[config.mk]
export PLATFORM = sky130hd
export DESIGN_NAME = imem_fetch_sequencer
export DESIGN_NICKNAME = d
export VERILOG_FILES = /design/src/rtl/imem_fetch_sequencer.sv
export SDC_FILE = /design/constraint.sdc
export NUM_CORES = 1
export LEC_CHECK = 0
export ABC_AREA = 1
export BUFFER_PORTS_ARGS = -buffer_cell sky130_fd_sc_hd__buf_2
export CORE_MARGIN = 5
export CORE_UTILIZATION = 42
export DETAILED_ROUTE_END_ITERATION = 6
export GPL_TIMING_DRIVEN = 1
export PLACE_DENSITY = 0.73
export RECOVER_POWER = 25
export SYNTH_ARGS = -nofsm -noshare
export SYNTH_HDL_FRONTEND = slang
export SYNTH_SLANG_ARGS = --single-unit
[constraint.sdc]
create_clock -name clk -period 4.03 [get_ports clk]
set_input_delay 0.6045 -clock clk [delete_from_list [all_inputs] [get_ports clk]]
set_output_delay 0.6045 -clock clk [all_outputs]
set_load 0.005 [all_outputs]
[src/rtl/imem_fetch_sequencer.sv]
// Fetch-side controller for the multicycle CPU: owns the PC, latches the
// instruction register and computes the next PC when execute retires an instruction.
module imem_fetch_sequencer #(
    parameter logic [15:0] RESET_PC    = 16'd0,
    parameter logic [5:0]  JUMP_OP     = 6'b000001,
    parameter bit          HALT_ON_NOP = 1'b1,
    parameter int          CNT_W       = 16
) (
    input  logic             clk,
    input  logic             rst,
    input  logic             start,
    output logic [15:0]      imem_pc,
    input  logic [31:0]      imem_instr,
    output logic [31:0]      ir,
    output logic             ir_valid,
    input  logic             instr_done,
    input  logic             br_taken,
    output logic [15:0]      pc,
    output logic             halted,
    output logic [CNT_W-1:0] instr_count
);

    typedef enum logic [1:0] {
        IDLE,
        FETCH,
        EXEC,
        HALT
    } state_t;

    state_t           r_state;
    state_t           w_nextState;
    logic [15:0]      r_pc;
    logic [15:0]      w_nextPc;
    logic [31:0]      r_ir;
    logic [31:0]      w_nextIr;
    logic             r_irValid;
    logic             w_nextIrValid;
    logic             r_halted;
    logic             w_nextHalted;
    logic [CNT_W-1:0] r_count;
    logic [CNT_W-1:0] w_nextCount;
    logic [15:0]      w_offset;
    logic [15:0]      w_target;
    logic             w_isJump;
    logic             w_isBranch;

    // The 16-bit offset needs no extension at 16-bit PC width; the add wraps naturally.
    assign w_offset   = r_ir[15:0];
    assign w_target   = r_pc + 16'd1 + w_offset;
    assign w_isJump   = (r_ir[31:26] == JUMP_OP);
    assign w_isBranch = (r_ir[31:30] == 2'b10);

    always_ff @(posedge clk or posedge rst) begin
        if (rst) begin
            r_state   <= IDLE;
            r_pc      <= RESET_PC;
            r_ir      <= 32'h0;
            r_irValid <= 1'b0;
            r_halted  <= 1'b0;
            r_count   <= '0;
        end else begin
            r_state   <= w_nextState;
            r_pc      <= w_nextPc;
            r_ir      <= w_nextIr;
            r_irValid <= w_nextIrValid;
            r_halted  <= w_nextHalted;
            r_count   <= w_nextCount;
        end
    end

    always_comb begin
        w_nextState   = r_state;
        w_nextPc      = r_pc;
        w_nextIr      = r_ir;
        w_nextIrValid = r_irValid;
        w_nextHalted  = r_halted;
        w_nextCount   = r_count;
        case (r_state)
            IDLE: begin
                if (start) begin
                    w_nextState = FETCH;
                end
            end
            FETCH: begin
                w_nextIr = imem_instr;
                if (HALT_ON_NOP && (imem_instr == 32'h0)) begin
                    w_nextState  = HALT;
                    w_nextHalted = 1'b1;
                end else begin
                    w_nextState   = EXEC;
                    w_nextIrValid = 1'b1;
                end
            end
            EXEC: begin
                if (instr_done) begin
                    // br_taken only matters for the branch class; jumps are unconditional.
                    if (w_isJump || (w_isBranch && br_taken)) begin
                        w_nextPc = w_target;
                    end else begin
                        w_nextPc = r_pc + 16'd1;
                    end
                    w_nextIrValid = 1'b0;
                    if (r_count != '1) begin
                        w_nextCount = r_count + CNT_W'(1);
                    end
                    w_nextState = FETCH;
                end
            end
            HALT: begin
                w_nextHalted  = 1'b1;
                w_nextIrValid = 1'b0;
            end
        endcase
    end

    assign imem_pc     = r_pc;
    assign pc          = r_pc;
    assign ir          = r_ir;
    assign ir_valid    = r_irValid;
    assign halted      = r_halted;
    assign instr_count = r_count;

endmodule

==> impl_metrics.py, run 1 <==
metrics = {
    "run_status": {
        "status": "finished, violations left",
        "failed_checks": "max-capacitance violations, max-slew violations",
    },
    "final_layout": {
        "area_used_by_multi_input_combinational_logic_um2": 2310,
        "final_cell_mix": "sky130_fd_sc_hd__nand2_1, sky130_fd_sc_hd__buf_2, sky130_fd_sc_hd__dfrtp_1",
        "final_common_cell": "sky130_fd_sc_hd__nand2_1",
        "num_antenna_cells": 0,
        "area.sequential_um2": 1700,
        "syn_to_final_growth_pct": 17.9,
        "finalNetCount": 776,
        "layout.cells.non_filler": 857,
        "final_core_util_pct": 50.7,
        "post_route_cells_drive_above_1_share_pct": 20.4,
        "fillerInstances": 1033,
    },
    "power_and_ir_drop": {
        "peakVddDrop_uv": 351,
        "static_leakage_uw": 0.00294,
        "p_per_area_nw_per_um2": 793,
    },
    "timing": {
        "drv_slew": 54,
        "fmax_mhz": 350,
        "worst_slew_margin_rel_pct": -32.0,
        "finalWorstPathRequiredPeriod_ns": 2.86,
        "fin_setup_tns_ns": 0,
        "worst_pin_slew_ns": 1.98,
        "grt_setup_unrepaired": "false",
        "clock-skew-final_ns": 0.00978,
        "final.period_utilization_pct": 71.0,
        "fin_hold_ws_ns": 0.473,
        "hold_viol": 0,
        "setup_viol_count_final": 0,
    },
    "min_path": {
        "min_from": "ir[22]",
        "holdCritPathClass": "reg -> reg",
        "worstHoldPathCells": 2,
        "timing.hold.worst_endpoint": "ir[22]",
    },
    "detailed_routing": {
        "detailroute.via_count": 4215,
        "remaining_design_rule_violation_count": 0,
        "postRouteWirelength_um": 11700,
        "routedWlPerCell_um": 13.6,
        "drt_pass1_iterations": 5,
        "vias_per_cell": 4.92,
        "detailed_route_iter0_violations": 281,
        "route.antenna.remaining_nets": 0,
    },
    "floorplan": {
        "die_w_um": 113,
        "top_level_ports": 119,
        "floorplan.initialDensity_pct": 43.0,
        "rows": 37,
        "design.die.area_um2": 12700,
        "core_region_area_um2": 10300,
        "die_h_um": 113,
    },
    "clocking": {
        "buffer_cell_driving_the_clock_tree_root": "sky130_fd_sc_hd__clkbuf_8",
        "clock_insertion_delay_worst_skew_ns": 0.35,
        "cts.path.max_buffers": 2,
        "cts-resized-gates": 0,
        "clock_tree_from_tritoncts": "built",
        "clkSlewWorstSetupHoldPaths_ns": 0.07,
        "cts_post_setup_buffers_inserted": 0,
        "h-tree-depth": 3,
        "numCtsBuffers": 9,
        "number_of_sinks_driven_by_the_clock_tree": 68,
        "hold_buffers": 0,
    },
    "worst_setup_path": {
        "max_stage_delay_ns": 0.45,
        "setup.worst_path.start_class": "register",
        "crit_top_cell": "sky130_fd_sc_hd__nand2_1",
        "critical_path.reg2reg.startpoint": "imem_pc[0]",
        "cp_cell_sequence": "ha_1 -> nand2_1 -> nor2_1 -> nand2_1 -> nor2_1 -> inv_1 -> nand2_1 -> inv_1 -> ha_1 -> nand2_1 -> inv_1 -> nand2_1 -> nand3_1 -> a21oi_1 -> nand2_1 -> nand2_1 -> nand3_1 -> nand2_1 -> nand2_1",
        "worst_ep_arrival_time_ns": 3.10,
        "worst_path_required_time_ns": 4.27,
        "timing.critical_path.to_type": "register",
        "setup.worst_path.class": "reg -> reg",
        "r2r_cells": 19,
        "reg2reg_slack_ns": 1.17,
        "crit_slowest_cell": "sky130_fd_sc_hd__dfrtp_1",
        "critical_path.reg2reg.endpoint": "imem_pc[14]",
        "critPathMaxFanout": 6,
    },
    "global_routing": {
        "global_route.overflow_total": 0,
        "initial_antenna_violation_count": 0,
        "grt_max_degree": 54,
        "grt_pass1_wl_um": 19500,
        "vias_in_the_first_global_route": 4017,
        "gr-usage-all-layers_pct": 18.6,
    },
    "synthesis": {
        "ffs_latches_synth": 68,
        "mappedNetlistNets": 672,
        "syn_area_um2": 4440,
        "synth.largest_area_cell": "sky130_fd_sc_hd__dfrtp_1",
        "synthDistinctLibCells": 37,
        "synth_warnings": 0,
        "syn_area_per_cell_um2": 7.25,
        "yosysTopAreaCellShare_pct": 38.3,
        "synthTopCellsByArea": "sky130_fd_sc_hd__dfrtp_1, sky130_fd_sc_hd__nand2_1, sky130_fd_sc_hd__ha_1, sky130_fd_sc_hd__inv_1, sky130_fd_sc_hd__xor2_1",
        "number_of_instances_in_the_synthesized_netlist": 613,
        "seq_area_frac_synth_pct": 38.3,
    },
    "placement": {
        "place.detailed.hpwl_um": 9160,
        "gpl.final_weighted_congestion": 0.887,
        "io_buffer_count": 118,
        "dpl.cell_count": 842,
    },
    "flow_run": {
        "cap_viol_max_count": 1,
    },
}
-- critical path: cells and delay by family, from the launching register on --
kind                       cells  cell delay, ns
DFF                            1            0.45
buffers and inverters          3            0.18
and+or+nand+nor               13            1.33
AOI/OAI and AO/OA              1            0.23
adders and majority gates      2            0.56
-- synthesized netlist by cell type --
cell type and n:
sky130_fd_sc_hd__nand2_1 213, sky130_fd_sc_hd__dfrtp_1 68, sky130_fd_sc_hd__inv_1 67, sky130_fd_sc_hd__nor2_1 49
sky130_fd_sc_hd__nand3_1 33, sky130_fd_sc_hd__xor2_1 24, sky130_fd_sc_hd__a21oi_1 22, sky130_fd_sc_hd__ha_1 21
sky130_fd_sc_hd__o21ai_0 20, sky130_fd_sc_hd__buf_4 16, sky130_fd_sc_hd__o21ai_1 9, sky130_fd_sc_hd__clkbuf_1 8
sky130_fd_sc_hd__nor3_1 7, sky130_fd_sc_hd__nor4_1 7, sky130_fd_sc_hd__nand4_1 6, sky130_fd_sc_hd__xnor2_1 6
sky130_fd_sc_hd__buf_2 3, sky130_fd_sc_hd__inv_2 3, sky130_fd_sc_hd__nand2_2 3, sky130_fd_sc_hd__nand3b_1 3
sky130_fd_sc_hd__nor2_2 3, sky130_fd_sc_hd__a21o_1 2, sky130_fd_sc_hd__a22oi_1 2, sky130_fd_sc_hd__nor2_8 2
sky130_fd_sc_hd__nor3_2 2, sky130_fd_sc_hd__o211ai_1 2, sky130_fd_sc_hd__o22ai_1 2, sky130_fd_sc_hd__a211oi_1 1
sky130_fd_sc_hd__a31oi_1 1, sky130_fd_sc_hd__and2_1 1, sky130_fd_sc_hd__fa_1 1, sky130_fd_sc_hd__nand2_4 1
sky130_fd_sc_hd__nor2_4 1, sky130_fd_sc_hd__o21a_1 1, sky130_fd_sc_hd__o21bai_1 1, sky130_fd_sc_hd__or2_0 1
sky130_fd_sc_hd__or2_2 1
-- power by group --
group	internal, uW	switching [uW]	total, uW
clock network	298	258	557
logic	903	1410	2310
registers	964	318	1280
total	2170	1990	4150
-- cells by family after synthesis --
logic type	after synthesis	synth area share (%)
and+or+nand+nor	333	32.1
DFF	68	38.3
adders and majority gates	22	6.36
xor gates and xnor gates	30	5.91
buffers and inverters	97	9.63
AOI/OAI and AO/OA	63	7.69
-- routing by layer --
layer / vias to the layer above / global-route usage [%] / part of all wire [%] / routed length [um]
met5: - / 0 / 0 / 0
met4: 0 / 5.45 / 1.1 / 131
met3: 12 / 4.01 / 7.0 / 818
met2: 147 / 28.0 / 44 / 5110
met1: 1927 / 27.0 / 48 / 5640
li1: 2129 / - / - / -
-- stage by stage --
step,worst slack [ns],total power (uW),instance area (um^2)
after floorplan,1.65,2880,4440
after global placement,1.35,3550,5050
after detailed placement,1.21,3600,5050
after CTS,1.19,4180,5250
after global routing,0.823,4590,5240
final,1.17,4150,5240
-- worst max-delay path by stage --
| stage | from | to | slack [ns] | depth (start not counted) |
|---|---|---|---|---|
| floorplan | imem_pc[1] | imem_pc[13] | 1.65 | 18 |
| global placement | imem_pc[1] | imem_pc[14] | 1.35 | 19 |
| detailed placement | imem_pc[0] | imem_pc[14] | 1.21 | 19 |
| CTS | imem_pc[0] | imem_pc[14] | 1.19 | 19 |
| global route | imem_pc[1] | imem_pc[13] | 0.82 | 18 |
| finish | imem_pc[0] | imem_pc[14] | 1.17 | 19 |
-- registers in the layout (all words and copies together), names as in the netlist --
| name | flops |
|---|---|
| imem_pc | 16 |
| ir | 32 |
| ir_valid | 1 |
| halted | 1 |
| r_state | 2 |
| instr_count | 16 |
-- final cells by class --
type	instances	share of cell area (%)
clock buffers	11	2.70
multi-input cells	448	44.2
inverters	70	5.02
repair buffers	120	11.4
flip-flops and latches	68	32.5
well taps	136	3.25
clock inverters	4	0.955
Note: power is estimated with default switching activity, not from simulation.
==> run 2: changes to the inputs <==
clock period = 2.9 ns   (was 4.03 ns; I/O delays follow)
==> run 2 against run 1 <==
  * The run now ends clean
  * Final cell count increased by 0.23%
  * Clock skew about the same
  * Critical path type unchanged
  * Register-to-register slack got worse by 0.90 ns
  * Core utilization up 1.1 points
  * Die area unchanged
  * Global-route usage grew 0.15 points
  * Count of clock-buffer cells in the layout increased by 1
  * Highest routed layer unchanged
  * Non-clock buffer count rose by 2
  * Sequential power rose by 41%
  * Clock power grew 64%
  * Largest cell class unchanged
==> impl_metrics.py, run 2 (synthesis results as in run 1) <==
metrics = {
    "floorplan": {
        "die_h_um": 113,
        "floorplan.initialDensity_pct": 43.0,
        "design.die.area_um2": 12700,
        "core_region_area_um2": 10300,
        "top_level_ports": 119,
        "rows": 37,
        "die_w_um": 113,
    },
    "detailed_routing": {
        "drt_pass1_iterations": 4,
        "detailroute.via_count": 4247,
        "vias_per_cell": 4.94,
        "postRouteWirelength_um": 11800,
        "route.antenna.remaining_nets": 0,
        "remaining_design_rule_violation_count": 0,
        "detailed_route_iter0_violations": 263,
        "routedWlPerCell_um": 13.7,
    },
    "power_and_ir_drop": {
        "post-layout-total-power_uw": 6040,
        "static_leakage_uw": 0.00298,
        "p_per_area_nw_per_um2": 1130,
        "peakVddDrop_uv": 449,
    },
    "global_routing": {
        "grt_max_degree": 37,
        "gr-usage-all-layers_pct": 18.8,
        "global_route.overflow_total": 0,
        "vias_in_the_first_global_route": 4160,
        "grt_pass1_wl_um": 19700,
        "initial_antenna_violation_count": 0,
    },
    "clocking": {
        "numCtsBuffers": 9,
        "clock_tree_from_tritoncts": "built",
        "number_of_sinks_driven_by_the_clock_tree": 68,
        "cts.path.max_buffers": 2,
        "clkSlewWorstSetupHoldPaths_ns": 0.08,
        "clock_insertion_delay_worst_skew_ns": 0.35,
        "buffer_cell_driving_the_clock_tree_root": "sky130_fd_sc_hd__clkbuf_8",
        "h-tree-depth": 3,
    },
    "worst_setup_path": {
        "setup.worst_path.start_class": "register",
        "cp_cell_sequence": "ha_1 -> nand2_1 -> nor3_2 -> xor2_1 -> ha_1 -> nand2_1 -> nand2_1 -> a21oi_2 -> nor2_1 -> nor2_1 -> nand2_1 -> nand2_1 -> nand3_1 -> a22oi_1",
        "critPathTopFamily": "simple AND/OR/NAND/NOR gates",
        "setup.worst_path.class": "reg -> reg",
        "worst-path-buf-inv": 0,
        "critPathMaxFanout": 6,
        "worst_path_required_time_ns": 3.15,
        "timing.critical_path.to_type": "register",
        "worst_ep_arrival_time_ns": 2.88,
        "crit_slowest_cell": "sky130_fd_sc_hd__dfrtp_2",
        "max_stage_delay_ns": 0.41,
        "crit_top_cell": "sky130_fd_sc_hd__nand2_1",
    },
    "final_layout": {
        "num_antenna_cells": 0,
        "post_route_cells_drive_above_1_share_pct": 22.5,
        "final_core_util_pct": 51.9,
        "final_cell_mix": "sky130_fd_sc_hd__nand2_1, sky130_fd_sc_hd__buf_2, sky130_fd_sc_hd__inv_1",
        "number_of_flip_flops_in_the_largest_register": 32,
        "layout.cells.non_filler": 859,
        "fillerInstances": 1026,
        "final_common_cell": "sky130_fd_sc_hd__nand2_1",
        "finalNetCount": 778,
        "syn_to_final_growth_pct": 20.5,
    },
    "timing": {
        "hold_viol": 0,
        "worst_pin_slew_ns": 1.17,
        "finalWorstPathRequiredPeriod_ns": 2.63,
        "fin_hold_ws_ns": 0.308,
        "drv_slew": 0,
        "worst_slew_margin_rel_pct": 21.7,
        "setup_viol_count_final": 0,
        "worst_slack_ns": 0.274,
        "final.period_utilization_pct": 90.6,
        "fmax_mhz": 381,
        "clock-skew-final_ns": 0.00997,
    },
    "flow_run": {
        "cap_viol_max_count": 0,
    },
    "placement": {
        "place_ws_ns": 0.0975,
        "dpl.cell_count": 842,
        "gpl.final_weighted_congestion": 0.916,
        "place.detailed.hpwl_um": 9250,
        "io_buffer_count": 118,
    },
    "run_status": {
        "status": "completed",
    },
    "min_path": {
        "holdCritPathClass": "in -> reg",
    },
}
==> run 2: cell types whose count changed in the layout (fill, tap and decap cells not counted), sizes merged <==
cell      change
buf           +4
clkinvlp      -2
bufinv        +1
clkbuf        -1
==> run 2: layer usage <==
metal	up-vias	global-route usage [%]	share of wire (%)
met2	140	29.1	44
met3	13	4.60	6.8
met4	0	5.45	1.3
li1	2136	-	-
met5	-	0	0
met1	1958	26.2	48
==> run 2: area by class of cell <==
class	count	area (um^2)	share of cell area [%]
Multi-Input combinational cell	448	2360	44.2
Sequential cell	68	1710	31.8
Timing Repair Buffer	122	618	11.5
Inverter	70	263	4.91
Tap cell	136	170	3.18
Clock buffer	12	165	3.08
Clock inverter	3	68.8	1.29
==> run 2: where the power goes <==
part / switching (uW) / internal, uW
combinational: 2010 / 1320
sequential: 454 / 1340
clock: 365 / 552
==> run 2: timing repair <==
item | 4_1_cts | 5_1_grt
setup buffers | 0 | 2
hold buffers | 0 | 0
resized for setup | 0 | 11
endpoints found under the setup margin | 0 | 8
==> run 2: through the flow <==
step	instance area (um^2)	setup TNS (ns)
after floorplan	4440	0
after global placement	5070	0
after detailed placement	5070	0
after CTS	5300	0
after global routing	5360	-0.00574
final	5360	0
==> run 2: worst paths after layout <==
check	from	end	slack, ns	cells after the start
setup / recovery	imem_pc[0]	imem_pc[13]	0.27	14
hold / removal	imem_instr[22]	ir[22]	0.31	3
setup reg to reg	imem_pc[0]	imem_pc[13]	0.27	14
hold reg to reg	halted	halted	0.47	1
max in group asynchronous	rst	imem_pc[0]	0.93	3
min in group asynchronous	rst	ir[22]	0.39	2
==> run 2: tightest hold or removal path, stage by stage <==
cell	delay [ns]
sky130_fd_sc_hd__buf_2	0.09
sky130_fd_sc_hd__nand2_1	0.04
sky130_fd_sc_hd__nand2_1	0.05
==> run 3: changes to the inputs <==
CTS_BUF_LIST = sky130_fd_sc_hd__clkbuf_4   (was not set)
==> run 3 against run 2 <==
  * Count of clock-buffer cells in the layout down 3
  * Clock power down 26%
  * Final area down 1.4%
  * Highest routed layer unchanged
  * Largest power group unchanged
  * Wire length up 0.52%
  * Critical path depth unchanged
==> impl_metrics.py, run 3 (synthesis results as in run 1) <==
metrics = {
    "timing": {
        "worst_slack_ns": 0.269,
        "clock-skew-final_ns": 0.0163,
        "hold_viol": 0,
        "finalWorstPathRequiredPeriod_ns": 2.63,
        "final.period_utilization_pct": 90.7,
        "setup_viol_count_final": 0,
        "fin_setup_tns_ns": 0,
        "drv_slew": 0,
        "worst_slew_margin_rel_pct": 20.9,
        "worst_pin_slew_ns": 1.19,
        "fmax_mhz": 380,
    },
    "floorplan": {
        "top_level_ports": 119,
        "die_h_um": 113,
        "design.die.area_um2": 12700,
        "floorplan.initialDensity_pct": 43.0,
        "rows": 37,
        "core_region_area_um2": 10300,
        "die_w_um": 113,
    },
    "placement": {
        "dpl-instance-area_um2": 5070,
        "gpl.final_weighted_congestion": 0.916,
        "place_ws_ns": 0.0975,
        "place.detailed.hpwl_um": 9250,
        "dpl.cell_count": 842,
        "io_buffer_count": 118,
    },
    "min_path": {
        "min_from": "instr_done",
        "holdCritPathClass": "in -> reg",
        "worstHoldPathCells": 2,
        "timing.hold.worst_endpoint": "r_state[1]",
    },
    "final_layout": {
        "number_of_flip_flops_in_the_largest_register": 32,
        "final_cell_mix": "sky130_fd_sc_hd__nand2_1, sky130_fd_sc_hd__buf_2, sky130_fd_sc_hd__inv_1",
        "final_design_area_no_fill_um2": 5280,
        "layout.cells.non_filler": 861,
        "post_route_cells_drive_above_1_share_pct": 22.2,
        "syn_to_final_growth_pct": 18.8,
        "finalNetCount": 779,
        "fillerInstances": 1047,
        "final_common_cell": "sky130_fd_sc_hd__nand2_1",
    },
    "clocking": {
        "clkSlewWorstSetupHoldPaths_ns": 0.12,
        "numCtsBuffers": 9,
        "cts.path.max_buffers": 2,
        "clock_insertion_delay_worst_skew_ns": 0.43,
        "h-tree-depth": 3,
        "hold_buffers": 0,
        "buffer_cell_driving_the_clock_tree_root": "sky130_fd_sc_hd__clkbuf_4",
        "number_of_sinks_driven_by_the_clock_tree": 68,
        "clock_tree_from_tritoncts": "built",
    },
    "worst_setup_path": {
        "critPathTopFamily": "simple AND/OR/NAND/NOR gates",
        "critPathMaxFanout": 5,
        "cp_cell_sequence": "ha_1 -> nand2_1 -> nor3_2 -> xor2_1 -> ha_1 -> nand2_1 -> nand2_1 -> a21oi_2 -> nor2_1 -> nor2_1 -> nand2_1 -> nand2_1 -> nand3_1 -> a22oi_1",
        "worst_ep_arrival_time_ns": 2.97,
        "max_stage_delay_ns": 0.42,
        "worst_path_required_time_ns": 3.24,
        "r2r_cells": 14,
        "timing.critical_path.to_type": "register",
        "setup.worst_path.class": "reg -> reg",
        "crit_slowest_cell": "sky130_fd_sc_hd__dfrtp_2",
        "setup.worst_path.start_class": "register",
        "worst-path-buf-inv": 0,
        "critical_path.reg2reg.endpoint": "imem_pc[13]",
        "crit_top_cell": "sky130_fd_sc_hd__nand2_1",
        "critical_path.reg2reg.startpoint": "imem_pc[0]",
        "reg2reg_slack_ns": 0.27,
    },
    "detailed_routing": {
        "route.antenna.remaining_nets": 0,
        "detailroute.via_count": 4253,
        "drt_pass1_iterations": 5,
        "remaining_design_rule_violation_count": 0,
        "postRouteWirelength_um": 11800,
        "detailed_route_iter0_violations": 264,
        "vias_per_cell": 4.94,
        "routedWlPerCell_um": 13.8,
    },
    "run_status": {
        "status": "completed",
    },
    "global_routing": {
        "initial_antenna_violation_count": 1,
        "vias_in_the_first_global_route": 4144,
        "grt_pass1_wl_um": 19600,
        "gr-usage-all-layers_pct": 18.8,
        "grt_max_degree": 37,
        "global_route.overflow_total": 0,
    },
    "flow_run": {
        "cap_viol_max_count": 0,
    },
    "power_and_ir_drop": {
        "p_per_area_nw_per_um2": 1100,
        "static_leakage_uw": 0.00295,
        "peakVddDrop_uv": 443,
    },
}
==> run 3: cell count changes in the layout (fill, tap and decap cells not counted), sizes merged <==
cell    before  now
buf        121  122
clkbuf      13   10
clkinv       1    4
diode        0    1
==> run 3: worst register-to-register path, cell delays in order (launching register included) <==
cell and delay, ns:
sky130_fd_sc_hd__dfrtp_2 0.42, sky130_fd_sc_hd__ha_1 0.19, sky130_fd_sc_hd__nand2_1 0.13, sky130_fd_sc_hd__nor3_2 0.23, sky130_fd_sc_hd__xor2_1 0.29, sky130_fd_sc_hd__ha_1 0.34, sky130_fd_sc_hd__nand2_1 0.09, sky130_fd_sc_hd__nand2_1 0.07
sky130_fd_sc_hd__a21oi_2 0.18, sky130_fd_sc_hd__nor2_1 0.06, sky130_fd_sc_hd__nor2_1 0.15, sky130_fd_sc_hd__nand2_1 0.08, sky130_fd_sc_hd__nand2_1 0.06, sky130_fd_sc_hd__nand3_1 0.07, sky130_fd_sc_hd__a22oi_1 0.16
==> run 3: area by class of cell <==
class                   count  area [um^2]  share of cell area, %
clock buffers               9         67.6                   1.28
multi-input cells         448         2360                   44.8
diodes                      1         2.50                 0.0474
well taps                 136          170                   3.22
flip-flops and latches     68         1710                   32.3
clock inverters             6         80.1                   1.52
inverters                  70          263                   4.98
repair buffers            123          626                   11.9
==> run 3: where the power goes <==
part | switching [uW] | internal, uW
logic | 2020 | 1330
clock network | 341 | 338
registers | 454 | 1340
total | 2810 | 3010
==> run 3: routing by layer <==
metal / vias to the layer above / GRT usage (%) / share of wire [%]
met5: - / 0 / 0
met4: 0 / 7.77 / 1.8
met3: 15 / 3.37 / 6.1
met2: 144 / 28.9 / 44
met1: 1951 / 26.2 / 48
li1: 2143 / - / -
==> run 3: worst max-delay path by stage <==
stage | to | slack [ns] | start | cells after the start
2_1_floorplan | imem_pc[13] | 0.52 | imem_pc[1] | 18
3_3_place_gp | imem_pc[14] | 0.23 | imem_pc[1] | 19
3_5_place_dp | imem_pc[13] | 0.1 | imem_pc[0] | 18
4_1_cts | imem_pc[13] | 0.05 | imem_pc[0] | 18
5_1_grt | imem_pc[11] | -0.009 | imem_pc[1] | 18
6_report | imem_pc[13] | 0.27 | imem_pc[0] | 14
==> run 3: repair_timing <==
| action | CTS | global route |
|---|---|---|
| buffers inserted | 0 | 3 |
| setup endpoints to repair | 0 | 8 |
| gates resized for setup | 0 | 11 |
==> run 3: through the flow <==
step	hold slack, ns	total power, uW	util [%]
after detailed placement	0.450	5020	49.1
after floorplan	0.463	4000	-
after global routing	0.200	6410	51.1
final	0.220	5820	51.1
after global placement	0.452	4930	49.1
after CTS	0.0972	5730	50.5
